$ cat src/rtl/dmem_arbiter_if.sv
// Bus bundle for dmem_arbiter: two requester ports, shared read return and the
// single-port data memory pins. slave = arbiter side, master = requesters + memory.
interface dmem_arbiter_if #(
   parameter int DATA_W = 16
);
   logic              req0, we0, gnt0, rvalid0;
   logic [15:0]       addr0;
   logic [DATA_W-1:0] wdata0;
   logic              req1, we1, gnt1, rvalid1;
   logic [15:0]       addr1;
   logic [DATA_W-1:0] wdata1;
   logic [DATA_W-1:0] rdata;
   logic              err, busy;
   logic [15:0]       mem_access_addr;
   logic [DATA_W-1:0] mem_write_data;
   logic              mem_write_en, mem_read;
   logic [DATA_W-1:0] mem_read_data;

   modport slave (
      input  req0, we0, addr0, wdata0, req1, we1, addr1, wdata1, mem_read_data,
      output gnt0, rvalid0, gnt1, rvalid1, rdata, err, busy,
             mem_access_addr, mem_write_data, mem_write_en, mem_read
   );

   modport master (
      output req0, we0, addr0, wdata0, req1, we1, addr1, wdata1, mem_read_data,
      input  gnt0, rvalid0, gnt1, rvalid1, rdata, err, busy,
             mem_access_addr, mem_write_data, mem_write_en, mem_read
   );
endinterface

$ cat src/rtl/dmem_arbiter.sv
// Round-robin arbiter sharing a single-port data memory between two requesters,
// with an optional zero-fill sweep after reset.
module dmem_arbiter #(
   parameter int DATA_W     = 16,
   parameter int ADDR_W     = 3,
   parameter int INIT_CLEAR = 1
) (
   input  logic          clk,
   input  logic          rst,
   dmem_arbiter_if.slave bus
);
   localparam int NUM_REQ = 2;

   typedef enum logic [1:0] {S_INIT, S_IDLE, S_ACCESS} state_t;

   state_t                            state;
   logic [ADDR_W-1:0]                 init_ptr;
   logic                              last_winner;
   logic                              cmd_we, cmd_oor, cmd_id;
   logic [15:0]                       cmd_addr;
   logic [DATA_W-1:0]                 cmd_wdata;
   logic [DATA_W-1:0]                 rdata_q;
   logic [NUM_REQ-1:0]                rvalid_q;
   logic                              err_q;

   logic [NUM_REQ-1:0]                req, we, gnt;
   logic [NUM_REQ-1:0][15:0]          addr;
   logic [NUM_REQ-1:0][DATA_W-1:0]    wdata;
   logic                              win1;

   assign req   = {bus.req1, bus.req0};
   assign we    = {bus.we1, bus.we0};
   assign addr  = {bus.addr1, bus.addr0};
   assign wdata = {bus.wdata1, bus.wdata0};

   // Contention goes to whoever did not win last; last_winner resets to 1 so
   // the first contested grant lands on requester 0.
   assign win1 = req[1] && (!req[0] || !last_winner);
   assign gnt  = (state == S_IDLE && !rst) ? {win1, req[0] && !win1} : 2'b00;

   always_ff @(posedge clk) begin
      if (rst) begin
         state       <= (INIT_CLEAR != 0) ? S_INIT : S_IDLE;
         init_ptr    <= '0;
         last_winner <= 1'b1;
         cmd_we      <= 1'b0;
         cmd_oor     <= 1'b0;
         cmd_id      <= 1'b0;
         cmd_addr    <= '0;
         cmd_wdata   <= '0;
         rdata_q     <= '0;
         rvalid_q    <= '0;
         err_q       <= 1'b0;
      end else begin
         rvalid_q <= '0;
         err_q    <= 1'b0;
         case (state)
            S_INIT: begin
               init_ptr <= init_ptr + 1'b1;
               if (init_ptr == {ADDR_W{1'b1}}) state <= S_IDLE;
            end
            S_IDLE: begin
               if (|gnt) begin
                  cmd_id      <= win1;
                  cmd_we      <= we[win1];
                  cmd_addr    <= addr[win1];
                  cmd_wdata   <= wdata[win1];
                  cmd_oor     <= |(addr[win1] >> ADDR_W);
                  last_winner <= win1;
                  state       <= S_ACCESS;
               end
            end
            S_ACCESS: begin
               if (cmd_oor) begin
                  err_q <= 1'b1;
               end else if (!cmd_we) begin
                  rdata_q          <= bus.mem_read_data;
                  rvalid_q[cmd_id] <= 1'b1;
               end
               state <= S_IDLE;
            end
            default: state <= S_IDLE;
         endcase
      end
   end

   // Memory pins decode straight from registered state; rst forces them idle so
   // an access cut short by reset never commits a write.
   logic [15:0]       m_addr;
   logic [DATA_W-1:0] m_wdata;
   logic              m_we, m_rd;

   always_comb begin
      m_addr  = '0;
      m_wdata = '0;
      m_we    = 1'b0;
      m_rd    = 1'b0;
      if (!rst) begin
         case (state)
            S_INIT: begin
               m_addr = {{(16-ADDR_W){1'b0}}, init_ptr};
               m_we   = 1'b1;
            end
            S_ACCESS: begin
               if (!cmd_oor) begin
                  m_addr = cmd_addr;
                  if (cmd_we) begin
                     m_we    = 1'b1;
                     m_wdata = cmd_wdata;
                  end else begin
                     m_rd = 1'b1;
                  end
               end
            end
            default: ;
         endcase
      end
   end

   assign bus.gnt0            = gnt[0];
   assign bus.gnt1            = gnt[1];
   assign bus.rvalid0         = rvalid_q[0];
   assign bus.rvalid1         = rvalid_q[1];
   assign bus.rdata           = rdata_q;
   assign bus.err             = err_q;
   assign bus.busy            = (state == S_INIT);
   assign bus.mem_access_addr = m_addr;
   assign bus.mem_write_data  = m_wdata;
   assign bus.mem_write_en    = m_we;
   assign bus.mem_read        = m_rd;
endmodule

$ cat src/flat_wrapper.sv
// flat-port wrapper written by rule: the top's interface ports become plain ports
module dmem_arbiter_flat 
#(
   parameter int DATA_W     = 16,
   parameter int ADDR_W     = 3,
   parameter int INIT_CLEAR = 1
)
  (clk, rst, bus_req0, bus_we0, bus_addr0, bus_wdata0, bus_req1, bus_we1, bus_addr1, bus_wdata1, bus_mem_read_data, bus_gnt0, bus_rvalid0, bus_gnt1, bus_rvalid1, bus_rdata, bus_err, bus_busy, bus_mem_access_addr, bus_mem_write_data, bus_mem_write_en, bus_mem_read);
  dmem_arbiter_if #(.DATA_W(DATA_W)) bus_i ();
  input  logic clk;
  input  logic rst;
  input wire logic [$bits(bus_i.req0)-1:0] bus_req0;
  input wire logic [$bits(bus_i.we0)-1:0] bus_we0;
  input wire logic [$bits(bus_i.addr0)-1:0] bus_addr0;
  input wire logic [$bits(bus_i.wdata0)-1:0] bus_wdata0;
  input wire logic [$bits(bus_i.req1)-1:0] bus_req1;
  input wire logic [$bits(bus_i.we1)-1:0] bus_we1;
  input wire logic [$bits(bus_i.addr1)-1:0] bus_addr1;
  input wire logic [$bits(bus_i.wdata1)-1:0] bus_wdata1;
  input wire logic [$bits(bus_i.mem_read_data)-1:0] bus_mem_read_data;
  output wire logic [$bits(bus_i.gnt0)-1:0] bus_gnt0;
  output wire logic [$bits(bus_i.rvalid0)-1:0] bus_rvalid0;
  output wire logic [$bits(bus_i.gnt1)-1:0] bus_gnt1;
  output wire logic [$bits(bus_i.rvalid1)-1:0] bus_rvalid1;
  output wire logic [$bits(bus_i.rdata)-1:0] bus_rdata;
  output wire logic [$bits(bus_i.err)-1:0] bus_err;
  output wire logic [$bits(bus_i.busy)-1:0] bus_busy;
  output wire logic [$bits(bus_i.mem_access_addr)-1:0] bus_mem_access_addr;
  output wire logic [$bits(bus_i.mem_write_data)-1:0] bus_mem_write_data;
  output wire logic [$bits(bus_i.mem_write_en)-1:0] bus_mem_write_en;
  output wire logic [$bits(bus_i.mem_read)-1:0] bus_mem_read;
  assign bus_i.req0 = bus_req0;
  assign bus_i.we0 = bus_we0;
  assign bus_i.addr0 = bus_addr0;
  assign bus_i.wdata0 = bus_wdata0;
  assign bus_i.req1 = bus_req1;
  assign bus_i.we1 = bus_we1;
  assign bus_i.addr1 = bus_addr1;
  assign bus_i.wdata1 = bus_wdata1;
  assign bus_i.mem_read_data = bus_mem_read_data;
  assign bus_gnt0 = bus_i.gnt0;
  assign bus_rvalid0 = bus_i.rvalid0;
  assign bus_gnt1 = bus_i.gnt1;
  assign bus_rvalid1 = bus_i.rvalid1;
  assign bus_rdata = bus_i.rdata;
  assign bus_err = bus_i.err;
  assign bus_busy = bus_i.busy;
  assign bus_mem_access_addr = bus_i.mem_access_addr;
  assign bus_mem_write_data = bus_i.mem_write_data;
  assign bus_mem_write_en = bus_i.mem_write_en;
  assign bus_mem_read = bus_i.mem_read;
  dmem_arbiter #(.DATA_W(DATA_W), .ADDR_W(ADDR_W), .INIT_CLEAR(INIT_CLEAR)) u_core (.clk(clk), .rst(rst), .bus(bus_i));
endmodule
$ cat config.mk
export PLATFORM = sky130hd
export DESIGN_NAME = dmem_arbiter_flat
export DESIGN_NICKNAME = d
export VERILOG_FILES = /design/src/rtl/dmem_arbiter_if.sv /design/src/rtl/dmem_arbiter.sv /design/src/flat_wrapper.sv
export SDC_FILE = /design/constraint.sdc
export NUM_CORES = 1
export LEC_CHECK = 0
export CAP_MARGIN = 20
export CORE_ASPECT_RATIO = 0.7
export CORE_MARGIN = 1
export CORE_UTILIZATION = 41
export DETAILED_ROUTE_END_ITERATION = 12
export GPL_ROUTABILITY_DRIVEN = 0
export PLACE_DENSITY = 0.88
export SYNTH_ARGS = -nofsm -noshare
export SYNTH_HDL_FRONTEND = slang
export SYNTH_SLANG_ARGS = --single-unit
$ cat constraint.sdc
create_clock -name clk -period 1.9 [get_ports clk]
set_input_delay 0.285 -clock clk [delete_from_list [all_inputs] [get_ports clk]]
set_output_delay 0.285 -clock clk [all_outputs]
set_load 0.03 [all_outputs]
### After elaboration in Yosys (flattened, before gate mapping)

Cells that the tools add are included.

| word-level totals | value |
|---|---|
| register bits after elaboration | 60 |
| bits in latches | 0 |
| RAM bits | 0 |
| ROM bits | 0 |
| input port bits | 86 |
| output and inout bits | 56 |
| memories | 0 |

| operators by class | value |
|---|---|
| add/subtract/negate cells | 1 |
| multiply operators | 0 |
| div/mod/pow operators | 0 |
| $lt $le $gt $ge | 3 |
| equal/unequal tests | 5 |
| shift-type cells | 0 |
| multiplexer cells | 28 |
| bitwise logic cells | 3 |
| reduce and logical (&&, ||, !) cells | 17 |

Operators with widths:

| operator | count |
|---|---|
| $mux W16 | 10 |
| $pmux W16 S2 | 1 |
| $reduce_or A13 Y1 | 1 |
| $mux W1 | 11 |
| $mux W2 | 3 |
| $logic_and A1 B1 Y1 | 4 |
| $logic_not A1 Y1 | 4 |
| $lt A1 B2 Y1 const B | 2 |
| $pmux W2 S2 | 1 |
| $reduce_and A2 Y1 | 2 |
| $reduce_or A2 Y1 | 2 |
| $reduce_or A4 Y1 | 1 |
| $add A3 B1 Y3 const B | 1 |
| $eq A3 B3 Y1 const B | 1 |
| $not A1 Y1 | 3 |
| $reduce_and A3 Y1 | 1 |
| $eq A2 B1 Y1 const B | 1 |
| $eq A2 B2 Y1 const B | 1 |
| $logic_not A2 Y1 | 1 |
| $ne A2 B1 Y1 const B | 1 |
| $ne A2 B2 Y1 const B | 1 |
| $pmux W1 S2 | 1 |
| $demux W1 S1 | 1 |
| $ge A1 B1 Y1 const B | 1 |
| $logic_or A1 B1 Y1 | 1 |

### Longest topological paths before layout

Gate-level depths: netlist (run 1).

| depth | value |
|---|---|
| depth in word-level cells | 9 |
| gate-level depth with buffers | 6 |
| mapped depth without buffers | 4 |

### Worst setup path after synthesis (run 1)

Ideal clock, no wire load.

| path | value |
|---|---|
| path type | input-to-output |
| start | input rst |
| end | output bus_mem_write_data[10] |
| arrival | 1.384 ns |
| path slack | 0.231 ns |
| stages | 6 |
| cell sequence | clkbuf_1 -> nor2_1 -> nand2_1 -> nor2_1 -> clkbuf_1 -> and2_1 |

| on the way | value |
|---|---|
| word-level cells in the longest chain between the ends | 1 |

Ends and longest elaborated chain:

| what | line | RTL |
|---|---|---|
| start, declared | flat_wrapper.sv:11 | `input logic rst;` |
| $mux W16 | dmem_arbiter.sv:98 | `if (!rst) begin` |
| end, declared | flat_wrapper.sv:29 | `output wire logic [$bits(bus_i.mem_write_data)-1:0] bus_mem_write_data;` |

Every way passes these cells.

### Worst setup path in the final report (run 1)

| path | value |
|---|---|
| start | register u_core.state[0] |
| end | output bus_mem_read |

| on the way | value |
|---|---|
| word-level cells in the longest chain between the ends | 3 |

Ends and longest elaborated chain:

| what | line | RTL |
|---|---|---|
| start, declared | dmem_arbiter.sv:16 | `state_t state;` |
| start signal, assigned | dmem_arbiter.sv:43 | `state <= (INIT_CLEAR != 0) ? S_INIT : S_IDLE;` |
| $eq A2 B2 Y1 | dmem_arbiter.sv:99 | `case (state)` |
| $mux W1 | dmem_arbiter.sv:99 |  |
| $mux W1 | dmem_arbiter.sv:98 |  |
| end, declared | flat_wrapper.sv:31 | `output wire logic [$bits(bus_i.mem_read)-1:0] bus_mem_read;` |

Every way passes these cells.

==> flow_metrics.py, run 1 <==
metrics = {
    "run_status": {
        "status": "finished clean",
    },
    "timing": {
        "worstMarginPinSlew_ns": 0.5820,
        "rsz0062_at_grt": "true",
        "final_max_slew_viol_count": 0,
        "skew_ns": 0.009005,
        "fin_crit_ns": 1.802,
        "whs_ns": 0.4336,
        "slew_headroom_pct": 61.20,
        "setup_viol": 0,
        "hold_viol_final": 0,
        "fin_crit_sh_pct": 94.85,
        "fmax_mhz": 554.9,
    },
    "logic_synthesis": {
        "seq_area_frac_synth_pct": 40.17,
        "synth_area_per_cell_um2": 9.287,
        "ys_ff_latch": 60,
        "ys.warnings.count": 0,
        "syn-cell-area_mm2": 0.002990,
        "ys_types": 34,
        "synthCells": 322,
        "synth_nets": 410,
    },
    "critical_path": {
        "crit_family": "simple AND/OR/NAND/NOR gates",
        "worstPathBufferInverterCount": 1,
        "cpMaxStageDelayCell": "dfxtp_2",
        "cpPeakStageDelay_ns": 0.37,
        "critPathArrivalTime_ns": 1.52,
        "crit_chain": "nand2b_1, or3_1, nor2_2, buf_6",
        "path_class": "flip-flop to output pin",
        "critPathMaxFanout": 9,
        "endpoint_kind": "output pin",
        "crit_required_ns": 1.62,
        "start_kind": "flip-flop",
    },
    "routing": {
        "drtPass1Iterations": 4,
        "post_drt_wl_per_cell_um": 14.26,
        "drc": 0,
        "ant_nets": 0,
        "vias_per_cell": 4.988,
        "via_count": 2808,
        "drtIter0Drc": 86,
        "wirelength_um": 8026,
    },
    "clocking": {
        "clockBufferDepth": 2,
        "cts.sink_count": 60,
        "htreeDepth": 3,
        "postCtsHoldBufs": 0,
        "cts_tree": "built",
        "cts_buffers": 9,
        "clk_pin_slew_ns": 0.06,
        "cts-root-buf": "clkbuf_8",
        "clk_latency_ns": 0.33,
    },
    "power": {
        "p_leak_nw": 1.719,
        "ir_worst_vdd_mv": 0.4890,
        "cellPowerDensity_mw_per_mm2": 647.0,
        "power_mw": 3.048,
    },
    "global_route": {
        "grt-ovfl-total": 0,
        "grt_pass1_vias": 2716,
        "antenna_found_initial": 0,
        "grt_pass1_wl_um": 12730,
        "grt_max_degree": 45,
        "grt_use_total_pct": 21.15,
    },
    "layout": {
        "antenna_cells": 0,
        "drive_gt1_share_pct": 23.88,
        "fillers": 575,
        "synthToLayoutAreaGrowth_pct": 57.53,
        "fin_nets": 552,
        "final_cells": 563,
    },
    "place": {
        "hpwl_um": 5922,
        "port_buffers": 141,
        "placed_cells": 546,
    },
    "floorplan": {
        "die_x_um": 104.1,
        "die_area_mm2": 0.007645,
        "io_pins": 142,
        "rows": 25,
        "die_h_um": 73.46,
        "initial_core_util_pct": 43.26,
        "core_mm2": 0.006913,
    },
    "flow_run": {
        "cap_violations": 0,
    },
    "min_path": {
        "hold_path.class": "input pin to flip-flop",
    },
}
-- metrics by stage --
| stage | utilization, % | TNS [ns] | setup slack (ns) | cell area [um^2] |
|---|---|---|---|---|
| after floorplan | - | 0 | 0.2311 | 2990 |
| after global placement | 64.09 | 0 | 0.04096 | 4431 |
| after detailed placement | 64.09 | 0 | 0.009922 | 4431 |
| after CTS | 67.49 | 0 | 0.008755 | 4666 |
| after global routing | 68.14 | -0.004456 | -0.004456 | 4711 |
| final | 68.14 | 0 | 0.09781 | 4711 |
-- cells in the final DEF (no fill, tap or decap), drive strengths merged --
cell type and count:
clkdlybuf4s50 103, dfxtp 60, buf 51, nor2 41
nand2 39, a211oi 32, and2 31, mux2i 31
a21oi 22, clkbuf 11, nand2b 6, nor4 6
nor3 5, nand3b 3, nor2b 3, o21ai 3
bufinv 3, ha 2, clkinv 2, nor3b 2
o21a 2, or2 1, a21boi 1, or3 1
and3 1, nand4 1, nand4b 1, a22oi 1
mux2 1, xnor2 1, a221o 1, dlymetal6s2s 1
-- cells by family (layout without fill, tap and decap cells) --
family                   Yosys count  count (layout)  share of synthesized area (%)
AND/OR/NAND/NOR                  141             141                          23.68
multiplexers                      32              32                          10.75
XOR/XNOR                           1               1                         0.2929
flip-flops                        60              60                          40.17
AO/OA/AOI/OAI                     62              62                          19.29
buffers and inverters             24             171                          4.979
adder cells (fa/ha/maj)            2               2                         0.8367
-- cell type report --
type	count	area [um^2]	area share (%)
flip-flops and latches	60	1205	25.58
clock buffers	11	131.4	2.789
repair buffers	155	1489	31.61
well taps	94	117.6	2.497
clock inverters	5	100.1	2.125
multi-input cells	238	1668	35.41
-- report_power, final --
group,total [mW],switching [mW],internal [mW]
registers,1.29,0.0128,1.27
clock network,1.35,0.484,0.868
logic,0.408,0.168,0.240
-- tightest hold or removal path, delay by kind of cell --
family | cells | cell delay (ns)
simple gates | 2 | 0.23
buf+inv | 1 | 0.20
-- repair_timing --
item                       4_1_cts  5_1_grt
pin swaps                        1        0
cloned                           0        1
buffers inserted                 0        0
resized for setup                1       15
setup endpoints to repair        7       31
-- metal layers --
layer	vias up	global-route usage [%]	wire length (um)
met5	-	0	0
met4	0	5.714	68
met3	8	8.252	578
met2	98	37.26	3889
met1	1302	24.29	3490
li1	1400	-	-
-- cells in the mapped netlist --
| master | number | area [um^2] |
|---|---|---|
| dfxtp_1 | 60 | 1201 |
| nor2_1 | 40 | 150.1 |
| nand2_1 | 39 | 146.4 |
| a211oi_2 | 32 | 400.4 |
| and2_1 | 31 | 193.9 |
| mux2i_1 | 31 | 310.3 |
| a21oi_1 | 22 | 110.1 |
| buf_4 | 8 | 60.06 |
| clkbuf_1 | 8 | 30.03 |
| nand2b_1 | 6 | 37.54 |
| nor4_1 | 6 | 37.54 |
| buf_2 | 5 | 25.02 |
| buf_6 | 3 | 33.78 |
| nand3b_1 | 3 | 22.52 |
| nor2b_1 | 3 | 18.77 |
| nor3_1 | 3 | 15.01 |
| o21ai_0 | 3 | 15.01 |
| ha_1 | 2 | 25.02 |
| nor3_2 | 2 | 20.02 |
| a21boi_2 | 1 | 11.26 |
| a221o_1 | 1 | 10.01 |
| a22oi_1 | 1 | 7.510 |
| and3_1 | 1 | 6.260 |
| mux2_2 | 1 | 11.26 |
| nand4_1 | 1 | 6.260 |
| nand4b_1 | 1 | 8.760 |
| nor2_2 | 1 | 6.260 |
| nor3b_1 | 1 | 7.510 |
| nor3b_4 | 1 | 18.77 |
| o21a_1 | 1 | 7.510 |
| o21a_4 | 1 | 15.01 |
| or2_2 | 1 | 6.260 |
| or3_1 | 1 | 6.260 |
| xnor2_1 | 1 | 8.760 |
-- final timing paths --
check | start | depth (start not counted) | slack [ns] | endpoint
worst max-delay path | u_core.state[0] | 4 | 0.1 | bus_mem_read
worst min-delay path | rst | 3 | 0.43 | u_core.bus.err
worst max register to register | u_core.state[0] | 5 | 0.37 | u_core.cmd_addr[4]
worst min register to register | u_core.bus.rdata[12] | 2 | 0.45 | u_core.bus.rdata[12]
-- sequential cells by signal (all words and copies together), names as in the netlist --
| name | count |
|---|---|
| u_core.bus.err | 1 |
| u_core.bus.rdata | 16 |
| u_core.cmd_addr | 16 |
| u_core.cmd_id | 1 |
| u_core.cmd_oor | 1 |
| u_core.cmd_wdata | 16 |
| u_core.cmd_we | 1 |
| u_core.init_ptr | 3 |
| u_core.last_winner | 1 |
| u_core.rvalid_q | 2 |
| u_core.state | 2 |
Note: power is estimated with default switching activity, not from simulation.
==> inputs of run 2 (changes only) <==
Settings changed: SLEW_MARGIN set to 20, TNS_END_PERCENT set to 50.
==> results of run 2 <==
The final DEF is identical to that of run 1; final timing and power are the same.
